[src/rtl/clk_period_monitor.sv]
// clk_period_monitor: measures period and high time of an asynchronous
// monitored clock in clk cycles, flags out-of-tolerance periods and a
// clock that has stopped toggling.
//
// state | meaning
// IDLE  | monitor disabled, counter held at 0
// ARM   | waiting for the first mon_clk rise, no measurement yet
// MEAS  | counting between rises, reporting each completed period
module clk_period_monitor #(
  parameter int CNT_W      = 16,
  parameter int EXP_PERIOD = 10,
  parameter int TOL        = 1,
  parameter int TIMEOUT    = 1000
) (
  input  logic             clk,
  input  logic             rst,
  input  logic             en,
  input  logic             err_clr,
  input  logic             mon_clk,
  output logic [CNT_W-1:0] period_o,
  output logic [CNT_W-1:0] high_o,
  output logic             meas_valid,
  output logic             period_err,
  output logic             stuck,
  output logic [15:0]      meas_count
);

  typedef enum logic [1:0] {IDLE, ARM, MEAS} state_t;

  localparam logic [CNT_W-1:0]   CNT_MAX   = '1;
  localparam logic [CNT_W-1:0]   CNT_ONE   = CNT_W'(1);
  localparam logic [CNT_W-1:0]   TIMEOUT_C = CNT_W'(TIMEOUT);
  localparam logic signed [CNT_W:0] EXP_C  = (CNT_W+1)'(EXP_PERIOD);
  localparam logic signed [CNT_W:0] TOL_C  = (CNT_W+1)'(TOL);

  state_t              state;
  logic                mon_s1;
  logic                mon_s;
  logic                mon_s_d;
  logic                rise;
  logic                fall;
  logic [CNT_W-1:0]    cnt;
  logic [CNT_W-1:0]    cnt_inc;
  logic signed [CNT_W:0] diff;
  logic signed [CNT_W:0] abs_diff;
  logic                out_of_tol;

  // Two-flop synchroniser for mon_clk plus one delay stage for edge detection.
  always_ff @(posedge clk or posedge rst) begin
    if (rst) begin
      mon_s1  <= 1'b0;
      mon_s   <= 1'b0;
      mon_s_d <= 1'b0;
    end else begin
      mon_s1  <= mon_clk;
      mon_s   <= mon_s1;
      mon_s_d <= mon_s;
    end
  end

  // Edge strobes, saturating increment and the tolerance compare; the extra
  // sign bit keeps cnt - EXP_PERIOD exact over the whole counter range.
  always_comb begin
    rise       = mon_s & ~mon_s_d;
    fall       = ~mon_s & mon_s_d;
    cnt_inc    = (cnt == CNT_MAX) ? cnt : cnt + CNT_ONE;
    diff       = $signed({1'b0, cnt}) - EXP_C;
    abs_diff   = (diff < 0) ? -diff : diff;
    out_of_tol = (abs_diff > TOL_C);
  end

  // Measurement FSM with registered outputs; a new error overrides err_clr.
  always_ff @(posedge clk or posedge rst) begin
    if (rst) begin
      state      <= IDLE;
      cnt        <= '0;
      period_o   <= '0;
      high_o     <= '0;
      meas_valid <= 1'b0;
      period_err <= 1'b0;
      stuck      <= 1'b0;
      meas_count <= '0;
    end else begin
      meas_valid <= 1'b0;
      if (err_clr) begin
        period_err <= 1'b0;
      end
      if (!en) begin
        state <= IDLE;
        cnt   <= '0;
      end else begin
        case (state)
          IDLE: begin
            cnt   <= '0;
            state <= ARM;
          end
          ARM: begin
            if (rise) begin
              cnt   <= CNT_ONE;
              stuck <= 1'b0;
              state <= MEAS;
            end else if (cnt >= TIMEOUT_C) begin
              stuck <= 1'b1;
              cnt   <= '0;
            end else begin
              cnt <= cnt_inc;
            end
          end
          MEAS: begin
            if (rise) begin
              period_o   <= cnt;
              meas_valid <= 1'b1;
              meas_count <= meas_count + 16'd1;
              cnt        <= CNT_ONE;
              if (out_of_tol) begin
                period_err <= 1'b1;
              end
            end else begin
              if (fall) begin
                high_o <= cnt;
              end
              if (cnt >= TIMEOUT_C) begin
                stuck <= 1'b1;
                cnt   <= '0;
                state <= ARM;
              end else begin
                cnt <= cnt_inc;
              end
            end
          end
          default: begin
            state <= IDLE;
            cnt   <= '0;
          end
        endcase
      end
    end
  end

endmodule

[config.mk]
export PLATFORM = sky130hd
export DESIGN_NAME = clk_period_monitor
export DESIGN_NICKNAME = d
export VERILOG_FILES = /design/src/rtl/clk_period_monitor.sv
export SDC_FILE = /design/constraint.sdc
export NUM_CORES = 1
export LEC_CHECK = 0
export BUFFER_PORTS_ARGS = -buffer_cell sky130_fd_sc_hd__buf_2
export CORE_UTILIZATION = 25
export CTS_CLUSTER_DIAMETER = 200
export CTS_CLUSTER_SIZE = 16
export DETAILED_ROUTE_END_ITERATION = 16
export GPL_ROUTABILITY_DRIVEN = 0
export PLACE_DENSITY = 0.4
export SLEW_MARGIN = 15
export SYNTH_ARGS = -nofsm -noshare
export SYNTH_HDL_FRONTEND = slang
export SYNTH_SLANG_ARGS = --single-unit
[constraint.sdc]
create_clock -name clk -period 2.4 [get_ports clk]
set_clock_uncertainty 0.05 [all_clocks]
set_input_delay 0.12 -clock clk [delete_from_list [all_inputs] [get_ports clk]]
set_output_delay 0.12 -clock clk [all_outputs]
set_load 0.05 [all_outputs]
==> flow_metrics.env <==
export IMPL_status="finished clean"
export IMPL_dieArea_um2=13500
export IMPL_grt_max_degree=36
export IMPL_setup_tns_ns=0
export IMPL_ant_nets=0
export IMPL_mostFrequentLayoutCells="dfrtp_1 (72), nand2_1 (62), buf_2 (55), nor2_1 (24)"
export IMPL_via_per_inst=4.26
export IMPL_ys_seq_elements=72
export IMPL_cp_start_kind="flop"
export IMPL_grt_pass1_vias=2534
export IMPL_tightest_slew_ns=0.620
export IMPL_wl_met2_um=3570
export IMPL_synthFlopType="dfrtp_1"
export IMPL_drc_errors=0
export IMPL_reg2reg_to="period_err"
export IMPL_layout_nets=408
export IMPL_die_w_um=116
export IMPL_worst_r2r_cell_count=6
export IMPL_syn_inst=313
export IMPL_n_fill_cell=1310
export IMPL_drv_slew=0
export IMPL_maxCapViolCount=0
export IMPL_wl_per_cell_um=13.5
export IMPL_hold_viol_final=0
export IMPL_hold_ws_ns=0.0201
export IMPL_clock_path_buffers=2
export IMPL_crit_required_ns=2.57
export IMPL_postCtsSetupBuffers=0
export IMPL_path_clk_slew_ns=0.06
export IMPL_setup_violations=0
export IMPL_synth_edf_count=0
export IMPL_setup_worst_path_class="flop to flop"
export IMPL_post_route_period_util_pct=95.6
export IMPL_wirelength_um=7720
export IMPL_antennaDiodeCount=0
export IMPL_ys_seq_area_share_pct=55.2
export IMPL_period_minus_slack_ns=2.29
export IMPL_drive_gt1_share_pct=27.4
export IMPL_design_core_area_um2=12700
export IMPL_path_max_fanout=3
export IMPL_synth_cell_types=47
export IMPL_row_count=41
export IMPL_htreeDepth=3
export IMPL_hold_class="input port to flop"
export IMPL_vias=2430
export IMPL_synthesis_area_um2=3260
export IMPL_drt_iter0_markers=108
export IMPL_root_buffer="clkbuf_16"
export IMPL_ir_worst_vdd_v=0.000478
export IMPL_rsz0062_at_grt="false"
export IMPL_grt_pass1_wl_um=13200
export IMPL_ios=56
export IMPL_cts_buffers=9
export IMPL_r2r_slack_ns=0.11
export IMPL_post_dp_hpwl_um=5590
export IMPL_dr_pass1_iters=4
export IMPL_clock_latency_ns=0.34
export IMPL_portBuffers=55
export IMPL_power_density_nw_per_um2=897
export IMPL_top_layer_used="met4"
export IMPL_syn_avg_cell_area_um2=10.4
export IMPL_wl_met1_um=3730
export IMPL_max_slew_margin_pct=58.6
export IMPL_final_common_cell="dfrtp_1"
export IMPL_max_clock_freq_mhz=436
export IMPL_start_util_pct=25.7
export IMPL_cts_tree="yes"
export IMPL_chipHeight_um=116
export IMPL_syn2layout_area_growth_pct=29.8
export IMPL_grt_usage_pct=13.2
export IMPL_wl_met3_um=332
export IMPL_async_reset_ff_share_pct=100
export IMPL_synth_warning_count=0
export IMPL_p_leak_nw=2.12
export IMPL_setup_worst_path_end="period_err"
export IMPL_cp_arrival_ns=2.47
export IMPL_antenna_found_initial=0
export IMPL_overflow=0
export IMPL_regToRegStartpoint="cnt[7]"
export IMPL_cts_sinks=72
export IMPL_endpoint_kind="flop"
export IMPL_crit_start="cnt[7]"
## logic make-up (layout without fill, tap and decap cells)
family,count (synthesis),after routing,synth area share [%]
compound gates,32,32,5.98
xor+xnor,24,24,6.44
fa+ha+maj,10,10,3.84
buf+inv,21,101,2.65
flops,72,72,55.2
mux,14,14,4.91
other cells,1,6,0.115
simple gates,139,139,20.8
## Yosys cell counts, types with 4 or more instances
cell      count  area, µm²
nand3_1      11       55.1
nor3_1        5       25.0
and3_1        4       25.0
clkbuf_1      8       30.0
nand2_1      62        233
xor2_1        7       61.3
nor2b_1       5       31.3
ha_1         10        125
nor2_1       24       90.1
o21ai_0      15       75.1
mux2_2       12        135
inv_1         9       33.8
xnor2_1      17        149
nand4_1       7       43.8
dfrtp_1      72       1800
## routing by layer
layer,track usage [%],vias to the layer above
met5,0,-
met4,6.24,0
met3,4.51,9
met2,20.1,54
met1,16.9,1151
li1,-,1216
## cell type report
type	instances	area, µm²	area share, %
Inverter	10	37.5	0.887
Tap cell	172	215	5.08
Multi-Input combinational cell	225	1400	33.0
Clock buffer	11	233	5.50
Clock inverter	5	105	2.48
Sequential cell	72	1800	42.6
Timing Repair Buffer	75	443	10.5
## sequential cells by signal (all words and copies together) (netlist names)
signal / cells
stuck: 1
high_o: 16
cnt: 16
mon_s1: 1
period_err: 1
meas_valid: 1
meas_count: 16
period_o: 16
mon_s_d: 1
state: 2
mon_s: 1
## metrics by stage
stage                     instance area, µm²  utilization (%)  power, mW  cells  setup WS [ns]
after floorplan                         3280                -       2.10    318         0.0268
after global placement                  3870             30.5       2.30    552         0.0867
after detailed placement                3870             30.5       2.30    552         0.0721
after CTS                               4230             33.4       3.86    570         0.0777
after global routing                    4230             33.4       3.98    570         0.0104
final                                   4230             33.4       3.80    570          0.105
## repair_timing
item	CTS	global route
hold endpoints to repair	27	0
setup endpoints to repair	0	1
hold buffers	2	0
resized for setup	0	1
## critical path, stage by stage (launching register included)
cell and delay, ns:
dfrtp_1 0.37, or4_4 0.55, nand3b_4 0.18, mux2_4 0.31
or4_1 0.48, nor3_2 0.16, o22ai_1 0.09
## how the worst min path moves through the flow
stage | startpoint | endpoint | slack (ns) | cells past startpoint
after CTS | en | state[0] | 0.002 | 2
after floorplan | mon_clk | mon_s1 | 0.10 | 0
after global placement | mon_clk | mon_s1 | 0.18 | 1
after detailed placement | mon_clk | mon_s1 | 0.18 | 1
final | en | state[0] | 0.02 | 2
after global routing | en | state[1] | 0.03 | 2
## power breakdown
group | internal, mW | switching (mW) | total, mW
clock | 1.02 | 0.504 | 1.52
combinational | 0.214 | 0.615 | 0.829
sequential | 1.35 | 0.0939 | 1.45
(Power assumes the default switching activity.)
